`config.mk`:
```
export PLATFORM = sky130hd
export DESIGN_NAME = pf_iod_dly_line_ctrl_flat
export DESIGN_NICKNAME = d
export VERILOG_FILES = /design/src/rtl/pf_ddr_phy_pkg.sv /design/src/rtl/pf_iod_dly_line_ctrl_if.sv /design/src/rtl/pf_dly_pulse_gen.sv /design/src/rtl/pf_iod_dly_line_ctrl.sv /design/src/flat_wrapper.sv
export SDC_FILE = /design/constraint.sdc
export NUM_CORES = 1
export LEC_CHECK = 0
export ABC_AREA = 1
export CAP_MARGIN = 20
export CORE_UTILIZATION = 47
export DETAILED_ROUTE_END_ITERATION = 16
export PLACE_DENSITY = 0.77
export SKIP_CTS_REPAIR_TIMING = 1
export SYNTH_ARGS = -nofsm -noshare
export SYNTH_HDL_FRONTEND = slang
export SYNTH_HIERARCHICAL = 1
export SYNTH_SLANG_ARGS = --single-unit
```
`constraint.sdc`:
```
create_clock -name fab_clk -period 1.8 [get_ports fab_clk]
set_clock_uncertainty 0.1 [all_clocks]
set_input_delay 0.36 -clock fab_clk [delete_from_list [all_inputs] [get_ports fab_clk]]
set_output_delay 0.36 -clock fab_clk [all_outputs]
set_load 0.1 [all_outputs]
```
`src/rtl/pf_ddr_phy_pkg.sv`:
```
// Shared encodings for the DDR4 PHY delay-line sequencer: command ops, status codes,
// FSM state constants and the saturating tap-step helper.
package pf_ddr_phy_pkg;

    localparam logic [1:0] OP_LOAD = 2'b00;
    localparam logic [1:0] OP_INC  = 2'b01;
    localparam logic [1:0] OP_DEC  = 2'b10;
    localparam logic [1:0] OP_RSVD = 2'b11;

    localparam logic [1:0] STS_OK  = 2'b00;
    localparam logic [1:0] STS_OOR = 2'b01;
    localparam logic [1:0] STS_REJ = 2'b10;

    typedef logic [2:0] fsm_state_t;
    localparam fsm_state_t S_IDLE  = 3'd0;
    localparam fsm_state_t S_SETUP = 3'd1;
    localparam fsm_state_t S_PULSE = 3'd2;
    localparam fsm_state_t S_GAP   = 3'd3;
    localparam fsm_state_t S_FIN   = 3'd4;

    function automatic logic [7:0] sat_step(input logic [7:0] v, input logic up);
        if (up) return (v == 8'hFF) ? v : v + 8'd1;
        else    return (v == 8'h00) ? v : v - 8'd1;
    endfunction

endpackage

```
`src/rtl/pf_iod_dly_line_ctrl_if.sv`:
```
// Command/status and IOD delay-line bundle for pf_iod_dly_line_ctrl.
// tap_cnt exists only when PF_DLY_CTRL_TAP_CNT_EN is defined.
interface pf_iod_dly_line_ctrl_if #(
    parameter int NUM_LANES = 4,
    parameter int LANE_W    = 2
);
    // Handshake: a command transfers on a rising edge where cmd_valid && cmd_ready;
    // the requester holds cmd_valid and all cmd_* fields stable until that edge.
    logic                 cmd_valid;
    logic                 cmd_ready;
    logic [1:0]           cmd_op;
    logic [LANE_W-1:0]    cmd_lane;
    logic [7:0]           cmd_taps;
    logic                 done;
    logic [1:0]           status;
    logic                 busy;
    logic [NUM_LANES-1:0] delay_line_move;
    logic [NUM_LANES-1:0] delay_line_direction;
    logic [NUM_LANES-1:0] delay_line_load;
    logic [NUM_LANES-1:0] delay_line_out_of_range;
`ifdef PF_DLY_CTRL_TAP_CNT_EN
    logic [NUM_LANES*8-1:0] tap_cnt;
`endif

    modport master (
        output cmd_valid, cmd_op, cmd_lane, cmd_taps, delay_line_out_of_range,
        input  cmd_ready, done, status, busy,
        input  delay_line_move, delay_line_direction, delay_line_load
`ifdef PF_DLY_CTRL_TAP_CNT_EN
        , input tap_cnt
`endif
    );

    modport slave (
        input  cmd_valid, cmd_op, cmd_lane, cmd_taps, delay_line_out_of_range,
        output cmd_ready, done, status, busy,
        output delay_line_move, delay_line_direction, delay_line_load
`ifdef PF_DLY_CTRL_TAP_CNT_EN
        , output tap_cnt
`endif
    );

endinterface

```
`src/rtl/pf_dly_pulse_gen.sv`:
```
// One-hot lane decode and the post-pulse gap timer for the delay-line sequencer.
module pf_dly_pulse_gen #(
    parameter int NUM_LANES = 4,
    parameter int LANE_W    = 2,
    parameter int MOVE_GAP  = 3
) (
    input  logic                 clk,
    input  logic                 rst_n,
    input  logic [LANE_W-1:0]    lane,
    input  logic                 in_pulse,
    input  logic                 in_gap,
    output logic [NUM_LANES-1:0] lane_oh,
    output logic                 gap_last
);

    logic [3:0] gap_q;

    // Lanes at or beyond NUM_LANES decode to all-zero.
    always_comb begin
        lane_oh = '0;
        for (int i = 0; i < NUM_LANES; i++) lane_oh[i] = (int'(lane) == i);
    end

    always_ff @(posedge clk or negedge rst_n) begin
        if (!rst_n)                      gap_q <= '0;
        else if (in_pulse)               gap_q <= 4'(MOVE_GAP - 1);
        else if (in_gap && gap_q != '0)  gap_q <= gap_q - 4'd1;
    end

    assign gap_last = in_gap && (gap_q == '0);

endmodule

```
`src/rtl/pf_iod_dly_line_ctrl.sv`:
```
// Delay-line command sequencer for NUM_LANES DDR4 CA/CS IOD lanes.
// Define PF_DLY_CTRL_TAP_CNT_EN to add per-lane saturating tap estimates on tap_cnt.
module pf_iod_dly_line_ctrl
    import pf_ddr_phy_pkg::*;
#(
    parameter int NUM_LANES = 4,
    parameter int LANE_W    = 2,
    parameter int MOVE_GAP  = 3,
    parameter int LOAD_VAL  = 1
) (
    input  logic                   fab_clk,
    input  logic                   arst_n,
    pf_iod_dly_line_ctrl_if.slave  bus,
    output fsm_state_t             dbg_state
);

    fsm_state_t           state_q, state_d;
    logic [1:0]           op_q;
    logic [LANE_W-1:0]    lane_q;
    logic [7:0]           cnt_q;
    logic                 reject_q, zero_q;
    logic [1:0]           status_q, status_d;
    logic [NUM_LANES-1:0] lane_oh;
    logic                 gap_last, accept, is_move, oor_hit;

    assign accept  = (state_q == S_IDLE) && bus.cmd_valid;
    assign is_move = (op_q == OP_INC) || (op_q == OP_DEC);
    assign oor_hit = |(bus.delay_line_out_of_range & lane_oh);

    pf_dly_pulse_gen #(
        .NUM_LANES (NUM_LANES),
        .LANE_W    (LANE_W),
        .MOVE_GAP  (MOVE_GAP)
    ) u_pulse_gen (
        .clk      (fab_clk),
        .rst_n    (arst_n),
        .lane     (lane_q),
        .in_pulse (state_q == S_PULSE),
        .in_gap   (state_q == S_GAP),
        .lane_oh  (lane_oh),
        .gap_last (gap_last)
    );

    always_comb begin
        state_d  = state_q;
        status_d = status_q;
        case (state_q)
            S_IDLE:  if (bus.cmd_valid) state_d = S_SETUP;
            S_SETUP: begin
                if (reject_q) begin
                    state_d  = S_FIN;
                    status_d = STS_REJ;
                end else if (zero_q) begin
                    state_d  = S_FIN;
                    status_d = STS_OK;
                end else begin
                    state_d  = S_PULSE;
                end
            end
            S_PULSE: state_d = S_GAP;
            S_GAP: begin
                // Loads never abort on out-of-range; moves drop their remaining taps.
                if (gap_last) begin
                    if (is_move && oor_hit) begin
                        state_d  = S_FIN;
                        status_d = STS_OOR;
                    end else if (cnt_q != 8'd0) begin
                        state_d  = S_PULSE;
                    end else begin
                        state_d  = S_FIN;
                        status_d = STS_OK;
                    end
                end
            end
            S_FIN:   state_d = S_IDLE;
            default: state_d = S_IDLE;
        endcase
    end

    always_ff @(posedge fab_clk or negedge arst_n) begin
        if (!arst_n) begin
            state_q  <= S_IDLE;
            status_q <= STS_OK;
            op_q     <= OP_LOAD;
            lane_q   <= '0;
            cnt_q    <= '0;
            reject_q <= 1'b0;
            zero_q   <= 1'b0;
        end else begin
            state_q  <= state_d;
            status_q <= status_d;
            if (accept) begin
                op_q     <= bus.cmd_op;
                lane_q   <= bus.cmd_lane;
                // A load is a single pulse, so it rides the same countdown as a 1-tap move.
                cnt_q    <= (bus.cmd_op == OP_LOAD) ? 8'd1 : bus.cmd_taps;
                reject_q <= (bus.cmd_op == OP_RSVD) || (int'(bus.cmd_lane) >= NUM_LANES);
                zero_q   <= (bus.cmd_op != OP_LOAD) && (bus.cmd_taps == 8'd0);
            end else if (state_q == S_PULSE) begin
                cnt_q <= cnt_q - 8'd1;
            end
        end
    end

    assign bus.cmd_ready = (state_q == S_IDLE);
    assign bus.busy      = (state_q != S_IDLE);
    assign bus.done      = (state_q == S_FIN);
    assign bus.status    = status_q;
    assign dbg_state     = state_q;

    assign bus.delay_line_move = ((state_q == S_PULSE) && is_move) ? lane_oh : '0;
    assign bus.delay_line_load = ((state_q == S_PULSE) && (op_q == OP_LOAD)) ? lane_oh : '0;
    assign bus.delay_line_direction =
        ((state_q == S_SETUP || state_q == S_PULSE || state_q == S_GAP) &&
         (op_q == OP_INC) && !reject_q) ? lane_oh : '0;

`ifdef PF_DLY_CTRL_TAP_CNT_EN
    logic [7:0] tap_q [NUM_LANES];

    always_ff @(posedge fab_clk or negedge arst_n) begin
        if (!arst_n) begin
            for (int i = 0; i < NUM_LANES; i++) tap_q[i] <= 8'(LOAD_VAL);
        end else if (state_q == S_PULSE) begin
            for (int i = 0; i < NUM_LANES; i++) begin
                if (lane_oh[i]) begin
                    if (op_q == OP_LOAD) tap_q[i] <= 8'(LOAD_VAL);
                    else if (is_move)    tap_q[i] <= sat_step(tap_q[i], op_q == OP_INC);
                end
            end
        end
    end

    for (genvar g = 0; g < NUM_LANES; g++) begin : g_tap
        assign bus.tap_cnt[g*8 +: 8] = tap_q[g];
    end
`endif

endmodule

```
`src/flat_wrapper.sv`:
```
// flat-port wrapper written by rule: the top's interface ports become plain ports
module pf_iod_dly_line_ctrl_flat import pf_ddr_phy_pkg::*;
#(
    parameter int NUM_LANES = 4,
    parameter int LANE_W    = 2,
    parameter int MOVE_GAP  = 3,
    parameter int LOAD_VAL  = 1
)
  (fab_clk, arst_n, dbg_state, bus_cmd_valid, bus_cmd_op, bus_cmd_lane, bus_cmd_taps, bus_delay_line_out_of_range, bus_cmd_ready, bus_done, bus_status, bus_busy, bus_delay_line_move, bus_delay_line_direction, bus_delay_line_load);
  pf_iod_dly_line_ctrl_if #(.NUM_LANES(NUM_LANES), .LANE_W(LANE_W)) bus_i ();
  input  logic fab_clk;
  input  logic arst_n;
  output fsm_state_t dbg_state;
  input wire logic [$bits(bus_i.cmd_valid)-1:0] bus_cmd_valid;
  input wire logic [$bits(bus_i.cmd_op)-1:0] bus_cmd_op;
  input wire logic [$bits(bus_i.cmd_lane)-1:0] bus_cmd_lane;
  input wire logic [$bits(bus_i.cmd_taps)-1:0] bus_cmd_taps;
  input wire logic [$bits(bus_i.delay_line_out_of_range)-1:0] bus_delay_line_out_of_range;
  output wire logic [$bits(bus_i.cmd_ready)-1:0] bus_cmd_ready;
  output wire logic [$bits(bus_i.done)-1:0] bus_done;
  output wire logic [$bits(bus_i.status)-1:0] bus_status;
  output wire logic [$bits(bus_i.busy)-1:0] bus_busy;
  output wire logic [$bits(bus_i.delay_line_move)-1:0] bus_delay_line_move;
  output wire logic [$bits(bus_i.delay_line_direction)-1:0] bus_delay_line_direction;
  output wire logic [$bits(bus_i.delay_line_load)-1:0] bus_delay_line_load;
  assign bus_i.cmd_valid = bus_cmd_valid;
  assign bus_i.cmd_op = bus_cmd_op;
  assign bus_i.cmd_lane = bus_cmd_lane;
  assign bus_i.cmd_taps = bus_cmd_taps;
  assign bus_i.delay_line_out_of_range = bus_delay_line_out_of_range;
  assign bus_cmd_ready = bus_i.cmd_ready;
  assign bus_done = bus_i.done;
  assign bus_status = bus_i.status;
  assign bus_busy = bus_i.busy;
  assign bus_delay_line_move = bus_i.delay_line_move;
  assign bus_delay_line_direction = bus_i.delay_line_direction;
  assign bus_delay_line_load = bus_i.delay_line_load;
  pf_iod_dly_line_ctrl #(.NUM_LANES(NUM_LANES), .LANE_W(LANE_W), .MOVE_GAP(MOVE_GAP), .LOAD_VAL(LOAD_VAL)) u_core (.fab_clk(fab_clk), .arst_n(arst_n), .bus(bus_i), .dbg_state(dbg_state));
endmodule
```
Word level (Yosys, flattened, before mapping)
Index checks and enable logic that the tools add are counted.
- flip-flop bits (word level): 23
- $add $sub $neg: 2
- equality and inequality tests: 14
- multiplexer cells: 21
- bitwise logic cells: 1
- reduce and logical (&&, ||, !) cells: 29
- operator list (operator ; count):
    8-bit 2-to-1 mux ; 3
    4-bit 2-to-1 mux ; 5
    3-bit 2-to-1 mux ; 6
    3-bit case mux with 4 select lines ; 1
    2-bit 2-to-1 mux ; 5
    1-bit logical AND ; 9
    2-bit == test (second input constant) ; 4
    8-bit zero test ; 1
    2-bit nonzero test ; 4
    8-bit nonzero test ; 1
    8-bit by 1-bit subtractor with 8-bit output (second input constant) ; 1
    3-bit by 2-bit == test with 1-bit output (second input constant) ; 2
    2-bit zero test ; 3
    4-bit AND ; 1
    2-bit by 1-bit == test with 1-bit output (second input constant) ; 2
    4-bit zero test ; 1
    2-bit case mux with 2 select lines ; 1
    4-bit AND reduction ; 1
    4-bit nonzero test ; 1
    4-bit OR reduction ; 1
    4-bit by 1-bit subtractor with 4-bit output (second input constant) ; 1
    3-bit by 1-bit == test with 1-bit output (second input constant) ; 1
    3-bit == test (second input constant) ; 1
    3-bit zero test ; 1
    other kinds (8) ; 10

Logic depth before layout (Yosys ltp)
- word-level depth: 7
- gate-level depth with buffers: 11
- mapped depth without buffers: 11

Modules after synthesis
Netlist, hierarchy kept.
- modules (own cells, without submodules) (module ; times used ; cells an instance ; area an instance (µm²) ; seq. area each (µm²)):
    pf_iod_dly_line_ctrl ; 1 ; 171 ; 1308.8 ; 475.5
    pf_dly_pulse_gen ; 1 ; 40 ; 277.8 ; 100.1

Least setup slack after synthesis
OpenSTA, ideal clock, no wires.
- path type: register to output
- start point: register u_core.state_q[1] (netlist: u_core/dbg_state[1])
- end point: output port bus_delay_line_load[0]
- arrival: 2835 ps
- data required time: 1340 ps
- path slack: -1495 ps
- stages on the path, launching flop included: 5
- cells stage by stage: dfrtp_1 inv_2 nor2_4 nand2_1 nor2_1
- word-level cells in the longest chain between the ends: 3
- RTL lines (what ; line ; source):
    from (decl) ; pf_iod_dly_line_ctrl.sv:17 ; fsm_state_t state_q, state_d;
    from (signal assigned) ; pf_iod_dly_line_ctrl.sv:90 ; state_q <= state_d;
    3-bit by 2-bit == test with 1-bit output ; pf_iod_dly_line_ctrl.sv:112 ; assign bus.delay_line_load = ((state_q == S_PULSE) && (op_q == OP_LOAD)) ? lane_oh : '0;
    1-bit logical AND ; pf_iod_dly_line_ctrl.sv:112 ;
    4-bit 2-to-1 mux ; pf_iod_dly_line_ctrl.sv:112 ;
    to (decl) ; flat_wrapper.sv:25 ; output wire logic [$bits(bus_i.delay_line_load)-1:0] bus_delay_line_load;
Every way passes these cells.

Final worst setup path
- start point: register u_core.state_q[2] (netlist: u_core/dbg_state[2])
- end point: output port bus_delay_line_move[2]
- word-level cells in the longest chain between the ends: 3
- RTL lines (what ; line ; source):
    3-bit by 2-bit == test with 1-bit output ; pf_iod_dly_line_ctrl.sv:111 ; assign bus.delay_line_move = ((state_q == S_PULSE) && is_move) ? lane_oh : '0;
    1-bit logical AND ; pf_iod_dly_line_ctrl.sv:111 ;
    4-bit 2-to-1 mux ; pf_iod_dly_line_ctrl.sv:111 ;
    to (decl) ; flat_wrapper.sv:23 ; output wire logic [$bits(bus_i.delay_line_move)-1:0] bus_delay_line_move;
Every way passes these cells.

==> impl_metrics.ini <==
[placed_design]
gp_congestion = 0.907
portBuffers = 38
dp_hpwl_mm = 3.05
dp_cells = 299

[clock_network]
cts_max_level = 1
cts_tree = built
clkTransAtPathRegs_ps = 130
clk_latency_ps = 310
numCtsBuffers = 3
cts_sinks = 23
clk_root_buffer_cell = clkbuf_4
clockBufferDepth = 2

[global_route]
grt_pass1_wl_mm = 6.69
grt_max_degree = 24
grt_overflow_total = 0
antenna_found_initial = 0
grt_pass1_vias = 1518
grt_usage_pct = 24.6

[setup_path]
reg2reg_slack_ps = 70
crit_path_start_kind = flip-flop
cp-endpoint = bus_delay_line_move[2]
worstPathArrival_ps = 1620
r2r_start = u_core/dbg_state[2]
reg2reg_to = u_core/cnt_q[2]
crit_fanout = 4
r2r_cells = 9
startpoint = u_core/dbg_state[2]
crit_required_ps = 1340
worst-setup-path-type = reg -> out
crit_path_end_kind = primary output

[yosys]
yosys.area.top_type_share_pct = 36.3
yosys_warnings = 6
synth_cells = 211
synth.avg_cell_area_sq_um = 7.52
netlist_area_sq_um = 1590
synth.distinct_cells = 29
synth.area.top_cells = dfrtp_1 (36%), nand2_1 (12%), nor2_1 (7.1%)
syn_nets = 235
synth_ff_type = dfrtp_1
ys_ff_latch = 23
async_flop_share_pct = 100
synth-seq-area-share_pct = 36.3
synth-edff-count = 0
synth_area_leader_cell = dfrtp_1

[job]
max-cap-violations = 0

[drt]
vias = 1596
drtIter0Drc = 71
drc_errors = 0
post_drt_wl_per_cell_um = 13.5
ant_nets = 0
firstDrtPassIters = 5
viasPerCell = 5.08
drt_wl_total_mm = 4.24

[sta]
worst_pin_slew_ps = 334
fin_crit_ps = 2080
setup_violations = 14
fin_crit_sh_pct = 115
drv_slew = 0
rsz0062_at_grt = yes
fin_hold_ws_ps = 274
fin_ws_ps = -279
slew-limit-headroom_pct = 77.5
max_freq_mhz = 481
hold_viol_final = 0

[cells_and_area]
layout-drive-gt1-share_pct = 34.1
fin_cells = 314
nets = 295
antennaDiodeCount = 0
fillers = 191
area_delta_synth_final_pct = 61.3
utilization_pct = 81.8

[floorplanning]
num_rows = 20
die_width_um = 60.1
fp.dieH_um = 60.1
start_util_pct = 50.7
ioPinCount = 39
core_area_sq_um = 3130
dieArea_sq_um = 3610

[power]
leakage_nw = 1.19
irDropWorstVdd_uv = 978
powerDensity_nw_per_um2 = 2040
p_total_mw = 5.22

[worst_hold_path]
hold_class = in -> async

[status]
failed_checks = setup timing
run_status = finished, violations left
==> critical path: stages (launching register included) <==
cell and delay [ps]:
dfrtp_4 530, inv_6 100, nand2_8 60, nor2_4 190
nand2_4 130, nor2_4 120, buf_12 180
==> power by group <==
part | switching (mW) | leakage (nW) | internal [mW]
Clock | 0.150 | 0.0150 | 0.0865
Sequential | 0.212 | 0.288 | 0.757
Combinational | 2.57 | 0.891 | 1.45
==> state kept, by name (all words and copies together) (netlist names) <==
name / count
u_core/dbg_state: 3
u_core/op_q: 2
u_core/u_pulse_gen/gap_q: 4
u_core/reject_q: 1
u_core/cnt_q: 8
u_core/lane_q: 2
u_core/bus.status: 2
u_core/zero_q: 1
==> final cells by class <==
cell class | instances | area, sq um | share of cell area (%)
Inverter | 32 | 140 | 5.48
Sequential cell | 23 | 587 | 22.9
Multi-Input combinational cell | 154 | 1010 | 39.5
Tap cell | 44 | 55.1 | 2.15
Timing Repair Buffer | 57 | 739 | 28.9
Clock buffer | 4 | 26.3 | 1.03
==> cells in the final DEF, fill, tap and decap left out, drive strengths merged <==
cell,count
nor2,36
a21oi,2
o21bai,1
a22oi,1
xor2,2
ha,5
inv,32
nor4,2
nand3,16
o211ai,4
clkbuf,4
buf,39
a2bb2oi,1
dfrtp,23
nand2,60
clkdlybuf4s50,18
o21ai,16
nand4,4
nor3,4
==> per-stage QoR <==
stage / cell area [sq um] / setup slack [ps] / setup TNS, ps
5_1_grt: 2560 / -355 / -4420
4_1_cts: 2440 / -360 / -3690
3_5_place_dp: 2410 / -51.3 / -109
3_3_place_gp: 2410 / -44.3 / -95.9
6_report: 2560 / -279 / -3230
2_1_floorplan: 1730 / -411 / -7160
==> cells in the mapped netlist, drive strengths merged, types with 2 or more instances <==
cell type	count
nor2	36
nand4	4
nand2	60
dfrtp	23
nor4	2
a21oi	2
buf	2
o211ai	4
xor2	2
ha	5
o21ai	16
nor3	4
inv	32
nand3	16
==> worst min-delay path by stage <==
stage,from,endpoint,slack (ps),cells past startpoint
after floorplan,arst_n,u_core/bus.status[0],-40,0
after global placement,u_core/cnt_q[7],u_core/cnt_q[7],400,2
after detailed placement,u_core/zero_q,u_core/zero_q,410,2
after CTS,arst_n,u_core/u_pulse_gen/gap_q[2],280,2
after global routing,arst_n,u_core/u_pulse_gen/gap_q[1],280,2
final,arst_n,u_core/u_pulse_gen/gap_q[1],270,2
==> layer usage <==
metal  up-vias  global-route usage [%]  routed length (um)  part of all wire [%]
met1       732                    32.0                1870                    44
met2        61                    42.4                2150                    51
met4         0                    7.64                  57                   1.3
li1        795                       -                   -                     -
met5         -                       0                   0                     0
met3         8                    2.81                 156                   3.7
==> cell families after synthesis <==
family,count (synthesis),share of synthesized area [%]
DFF,23,36.3
and+or+nand+nor,122,39.4
xor gates and xnor gates,2,1.10
adders and majority gates,5,3.94
AOI/OAI and AO/OA,25,10.2
buffers and inverters,34,9.15
No activity file was read; power rests on OpenSTA's default activity.
==> RTL edit 1 (same settings) <==
`NUM_LANES` is set to 4 in 4 places; all go to 2.
--- a/src/rtl/pf_iod_dly_line_ctrl_if.sv
+++ b/src/rtl/pf_iod_dly_line_ctrl_if.sv
@@ -3,3 +3,3 @@
 interface pf_iod_dly_line_ctrl_if #(
-    parameter int NUM_LANES = 4,
+    parameter int NUM_LANES = 2,
     parameter int LANE_W    = 2
--- a/src/rtl/pf_dly_pulse_gen.sv
+++ b/src/rtl/pf_dly_pulse_gen.sv
@@ -2,3 +2,3 @@
 module pf_dly_pulse_gen #(
-    parameter int NUM_LANES = 4,
+    parameter int NUM_LANES = 2,
     parameter int LANE_W    = 2,
--- a/src/rtl/pf_iod_dly_line_ctrl.sv
+++ b/src/rtl/pf_iod_dly_line_ctrl.sv
@@ -5,3 +5,3 @@
 #(
-    parameter int NUM_LANES = 4,
+    parameter int NUM_LANES = 2,
     parameter int LANE_W    = 2,
--- a/src/flat_wrapper.sv
+++ b/src/flat_wrapper.sv
@@ -3,3 +3,3 @@
 #(
-    parameter int NUM_LANES = 4,
+    parameter int NUM_LANES = 2,
     parameter int LANE_W    = 2,
Ports: changed (resized bus_delay_line_direction, bus_delay_line_load, bus_delay_line_move and bus_delay_line_out_of_range); port bits go from 39 to 31. The function was not compared with the original's and may differ.
==> RTL edit 1 against the original RTL <==
The flow finishes with violations (design-rule violations, negative setup slack). Non-clock buffer count fell by 10. Setup slack better by 0.043 ns. Cell area decreased by 12%. Area after synthesis decreased by 7.0%. Maximum frequency increased by 2.1%. Sequential cell count is the same. First-iteration DRC count decreased by 8.5%. Routed wire length shrank 11%. Register-to-register slack worse by 0.07 ns. Global-route usage shrank 1.5 points.
Power is not shown: default switching activity piles up to over one toggle a cycle in this logic, so the estimate is an artifact.
==> RTL edit 1: results (changes against the original RTL) <==
Outcome
  • Status: complete, but fails checks (unchanged)
  • Violated checks: design-rule violations, negative setup slack (was negative setup slack)

Worst setup path
  • FF-to-FF End: u_core/cnt_q[1] (was u_core/cnt_q[2])
  • Worst r2r src: u_core/dbg_state[0] (was u_core/dbg_state[2])
  • R2R depth: 11 (was 9)
  • Worst EP arrival: 1.58 ns (was 1.62 ns)
  • CP Max Fanout: 2 (was 4)
  • Max incr delay on CP: 0.39 ns (was 0.53 ns)
  • Reg2Reg Setup Slack: 0 ns (was 0.07 ns)
  • Crit path from: u_core/op_q[0] (was u_core/dbg_state[2])
  • Crit path capture: bus_delay_line_move[1] (was bus_delay_line_move[2])
  • Slowest cell on the critical path: dfrtp_1 (was dfrtp_4)

Place
  • Post-DP HPWL: 2.80 mm (was 3.05 mm)
  • GP Congestion: 0.944 (was 0.907)
  • Port Buffers: 30 (was 38)

Final layout
  • Combined area of the multi-input logic cells: 890 um^2 (was 0.00101 mm^2)
  • Filler cells: 193 (was 191)
  • Number of non-clock buffers in the layout: 47 (was 57)
  • Non-clock inverter total of the final layout: 31 (was 32)
  • Sequential cell area share: 0.261 (was 0.229)
  • Layout cells sized above 1: 0.280 (was 0.341)
  • Multi-input gates: 152 (was 154)
  • Nets: 281 (was 295)
  • Clock network area share: 0.0134 (was 0.0103)
  • Non-clk buf share: 0.256 (was 0.289)
  • FFs & Latches: 23 (unchanged)

STA
  • Setup TNS: -1.58 ns (was -3.23 ns)
  • Slew headroom: 0.793 (was 0.775)
  • Min setup slack post-route: -0.236 ns (was -0.279 ns)
  • Finish-stage setup viols: 9 (was 14)

GRT
  • Met2 GRT Util: 0.391 (was 0.424)
  • Met3 global-route usage: 0.0357 (was 0.0281)
  • Total track usage: 0.231 (was 0.246)
  • First-pass GRT wire length: 5.92 mm (was 6.69 mm)
  • Vias in the first global route: 1,338 (was 1,518)
  • Met1 Use GR: 0.309 (was 0.320)

Routing
  • Met2 Routed Length: 1.91 mm (was 2.15 mm)
  • DRC Markers: 2 (was 0)
  • DRT met1 WL: 1.63 mm (was 1.87 mm)
  • Vias per Instance: 5.23 (was 5.08)
  • Drt first pass iters: 10 (was 5)
  • Drt wl/cell: 13.0 um (was 13.5 um)
  • 1st-iter DRT viols: 65 (was 71)
  • Met3 WL: 175 um (was 156 um)

Yosys
  • Syn Nets: 231 (was 235)
  • Most instantiated cells after synthesis: nand2_1 (65), inv_1 (28), dfrtp_1 (23), nor2_1 (23), nand3_1 (10) (was nand2_1 (52), nor2_1 (30), inv_1 (26))
  • Register area share after synthesis: 0.390 (was 0.363)
  • Yosys cell types: 26 (was 29)
  • Area contributors post-synth: dfrtp_1 (39%), nand2_1 (17%), inv_1 (7.1%), nor2_1 (5.9%), ha_1 (5.1%) (was dfrtp_1 (36%), nand2_1 (12%), nor2_1 (7.1%), inv_1 (6.2%), nand3_1 (4.7%))

Clock network
  • H-tree depth: 1 (unchanged)
RTL edit 1: cell types whose count changed after synthesis, moves of 3 or more:
cell and change:
o21ai_1 -4, nand2_1 +13, o21ai_0 +3, o21ai_2 -3
nor2_2 +3, nand3_1 -5, nand2_4 -3, nor2_1 -7
nor3_1 +5
RTL edit 1: cells by family after synthesis:
group | after synthesis | synth area share
simple gates | 123 | 0.372
buf+inv | 33 | 0.0916
flops | 23 | 0.390
compound gates | 21 | 0.0831
fa+ha+maj | 6 | 0.0509
xor+xnor | 2 | 0.0119
RTL edit 1: stage by stage:
step           cell area, um^2  hold WS, ns  setup slack (ns)  std cells
3_3_place_gp              2080        0.381           0.00699        273
3_5_place_dp              2080        0.387           -0.0133        273
6_report                  2240        0.274            -0.236        288
2_1_floorplan             1570      -0.0356            -0.394        208
5_1_grt                   2240        0.273            -0.318        288
4_1_cts                   2110        0.272            -0.284        277
==> RTL edit 2 (config.mk and constraints unchanged) <==
Made on the original files. Register the output `dbg_state` once more, without a reset; this adds one clock of latency there. The other outputs are not delayed to match.
--- a/src/rtl/pf_iod_dly_line_ctrl.sv
+++ b/src/rtl/pf_iod_dly_line_ctrl.sv
@@ -108,3 +108,5 @@
     assign bus.status    = status_q;
-    assign dbg_state     = state_q;
+    always_ff @(posedge fab_clk) begin
+        dbg_state <= state_q;
+    end
 
Behaviour: not the same (Yosys sat finds a counterexample within 4 cycles, from zero or initial values and one cycle with arst_n low).
==> RTL edit 2 against the original RTL <==
The flow still finishes with violations (negative setup slack). Area after synthesis rose by 0.24%. Critical path depth unchanged. Core utilization is 1.8 points lower. Synthesized cell count shrank 1.4%. Sequential cell count increased by 3. Worst hold slack lost 0.028 ns. Routed wire length fell by 9.5%. Maximum frequency rose by 0.44%. Setup slack gained 0.0092 ns. Cell area fell by 2.2%. Sequential power grew 7%. Total power fell by 3.0%. Global-route usage is 2.1 points lower.
==> RTL edit 2: results (changes against the original RTL) <==
Outcome
  • Status: complete, but fails checks (unchanged)
  • Violated checks: negative setup slack (unchanged)

Yosys
  • Yosys warning total: 6 (unchanged)
  • Most instantiated cells after synthesis: nand2_1 (50), inv_1 (26), nor2_1 (26) (was nand2_1 (52), nor2_1 (30), inv_1 (26))
  • Area contributors post-synth: dfrtp_1 (36%), nand2_1 (12%), inv_1 (6.1%), nor2_1 (6.1%), ha_1 (3.9%) (was dfrtp_1 (36%), nand2_1 (12%), nor2_1 (7.1%), inv_1 (6.2%), nand3_1 (4.7%))
  • Register area share after synthesis: 0.400 (was 0.363)
  • Syn Nets: 232 (was 235)
  • Yosys cell types: 31 (was 29)
  • Fraction of registers with async set/reset: 0.885 (was 1.00)

Worst setup path
  • Slowest cell on the critical path: dfrtp_1 (was dfrtp_4)
  • Worst EP arrival: between 1.5 and 2 ns
  • Worst path top cell family by delay: simple AND/OR/NAND/NOR gates (was flip-flops)
  • Reg2Reg Setup Slack: approximately 0.080 ns
  • CP Max Fanout: 4 (unchanged)
  • Max incr delay on CP: 0.44 ns (was 0.53 ns)
  • R2R depth: 9 (unchanged)

Clock network
  • H-tree depth: 1 (unchanged)
  • Num CTS Buffers: 3 (unchanged)
  • CTS Root Cell: clkbuf_4 (unchanged)
  • Clk Latency, worst-skew pair: 0.33 ns (was 0.31 ns)
  • CTS clk-pin slew, worst paths: 0.15 ns (was 0.13 ns)
  • Clk buf depth: 2 (unchanged)

GRT
  • Total track usage: 0.225 (was 0.246)
  • Vias in the first global route: 1,458 (was 1,518)
  • First-pass GRT wire length: 6.09 mm (was 6.69 mm)
  • Largest net degree at the start of global routing: 24 (unchanged)
  • Initial antenna violation count: 0 (unchanged)

STA
  • Finish-stage setup viols: 13 (was 14)
  • Worst-Margin Slew: 0.401 ns (was 0.334 ns)
  • Min setup slack post-route: -0.270 ns (was -0.279 ns)
  • Final hold slack: 0.246 ns (was 0.274 ns)

Worst hold path
  • Type of the most critical hold path: input pin to async pin (unchanged)

Place
  • GP Congestion: 0.919 (was 0.907)
  • DP Worst Slack: -0.0545 ns (was -0.0513 ns)
  • Port Buffers: 38 (unchanged)
  • Dpl cell area: 0.00235 mm^2 (was 0.00241 mm^2)
  • Post-DP HPWL: 2.89 mm (was 3.05 mm)

Pwr
  • Leak Pwr: 1.15 nW (was 1.19 nW)
  • Switching share of power: 0.535 (was 0.561)
  • Peak VDD IR: 0.000920 V (was 0.000978 V)

Final layout
  • Ant diodes: 0 (unchanged)
  • Largest regs: u_core/cnt_q x8, u_core/u_pulse_gen/gap_q x4
  • Layout cells sized above 1: 0.309 (was 0.341)
  • Nets: 287 (was 295)

Routing
  • 1st-iter DRT viols: 60 (was 71)
  • Drt first pass iters: 4 (was 5)
  • Drt wl/cell: 12.5 um (was 13.5 um)
  • DR vias: 1,513 (was 1,596)
==> RTL edit 2: cell types whose count changed after synthesis, moves of 3 or more <==
cell	change
a21oi_1	+3
nor2_1	-4
dfxtp_1	+3
o21ai_1	-3
nand3_1	-4
nor3_1	+3
==> RTL edit 2: per-layer routing <==
metal,global-route usage,part of all wire
met1,0.297,0.43
met2,0.374,0.52
met3,0.0260,0.027
met4,0.0930,0.027
met5,0,0
==> RTL edit 2: logic make-up after synthesis <==
family,count (synthesis),synth area share
simple gates,112,0.347
buf+inv,35,0.0952
compound gates,26,0.0968
flops,26,0.400
fa+ha+maj,5,0.0393
xor+xnor,4,0.0220
==> RTL edit 2: cell type report <==
| class | instances | area [um^2] |
|---|---|---|
| Multi-Input combinational cell | 147 | 933 |
| Timing Repair Buffer | 52 | 693 |
| Sequential cell | 26 | 638 |
| Fill cell | 185 | 624 |
| Inverter | 33 | 131 |
| Tap cell | 44 | 55.1 |
| Clock inverter | 1 | 30.0 |
| Clock buffer | 3 | 22.5 |
==> RTL edit 2: through the flow <==
stage	power (W)	cells	TNS, ns
CTS	0.00477	298	-3.02
global route	0.00539	306	-4.14
finish	0.00506	306	-2.73
global placement	0.00432	294	0
floorplan	0.00339	208	-2.07
detailed placement	0.00437	294	-0.139
==> RTL edit 2: power groups by stage <==
| stage | Combinational, W | Clock (W) | Sequential (W) |
|---|---|---|---|
| 5_1_grt | 0.00388 | 0.000440 | 0.00107 |
| 6_report | 0.00361 | 0.000409 | 0.00104 |
| 3_5_place_dp | 0.00333 | 0 | 0.00104 |
| 3_3_place_gp | 0.00329 | 0 | 0.00103 |
| 2_1_floorplan | 0.00208 | 0 | 0.00130 |
| 4_1_cts | 0.00334 | 0.000409 | 0.00103 |
==> RTL edit 2: final timing paths <==
kind | endpoint | from
setup / recovery | bus_delay_line_move[1] | u_core/state_q[0]
hold reg to reg | u_core/dbg_state[2] | u_core/state_q[2]
setup reg to reg | u_core/cnt_q[6] | u_core/state_q[0]
max in group asynchronous | u_core/state_q[2] | arst_n
min in group fab_clk | u_core/dbg_state[2] | u_core/state_q[2]
hold / removal | u_core/u_pulse_gen/gap_q[3] | arst_n
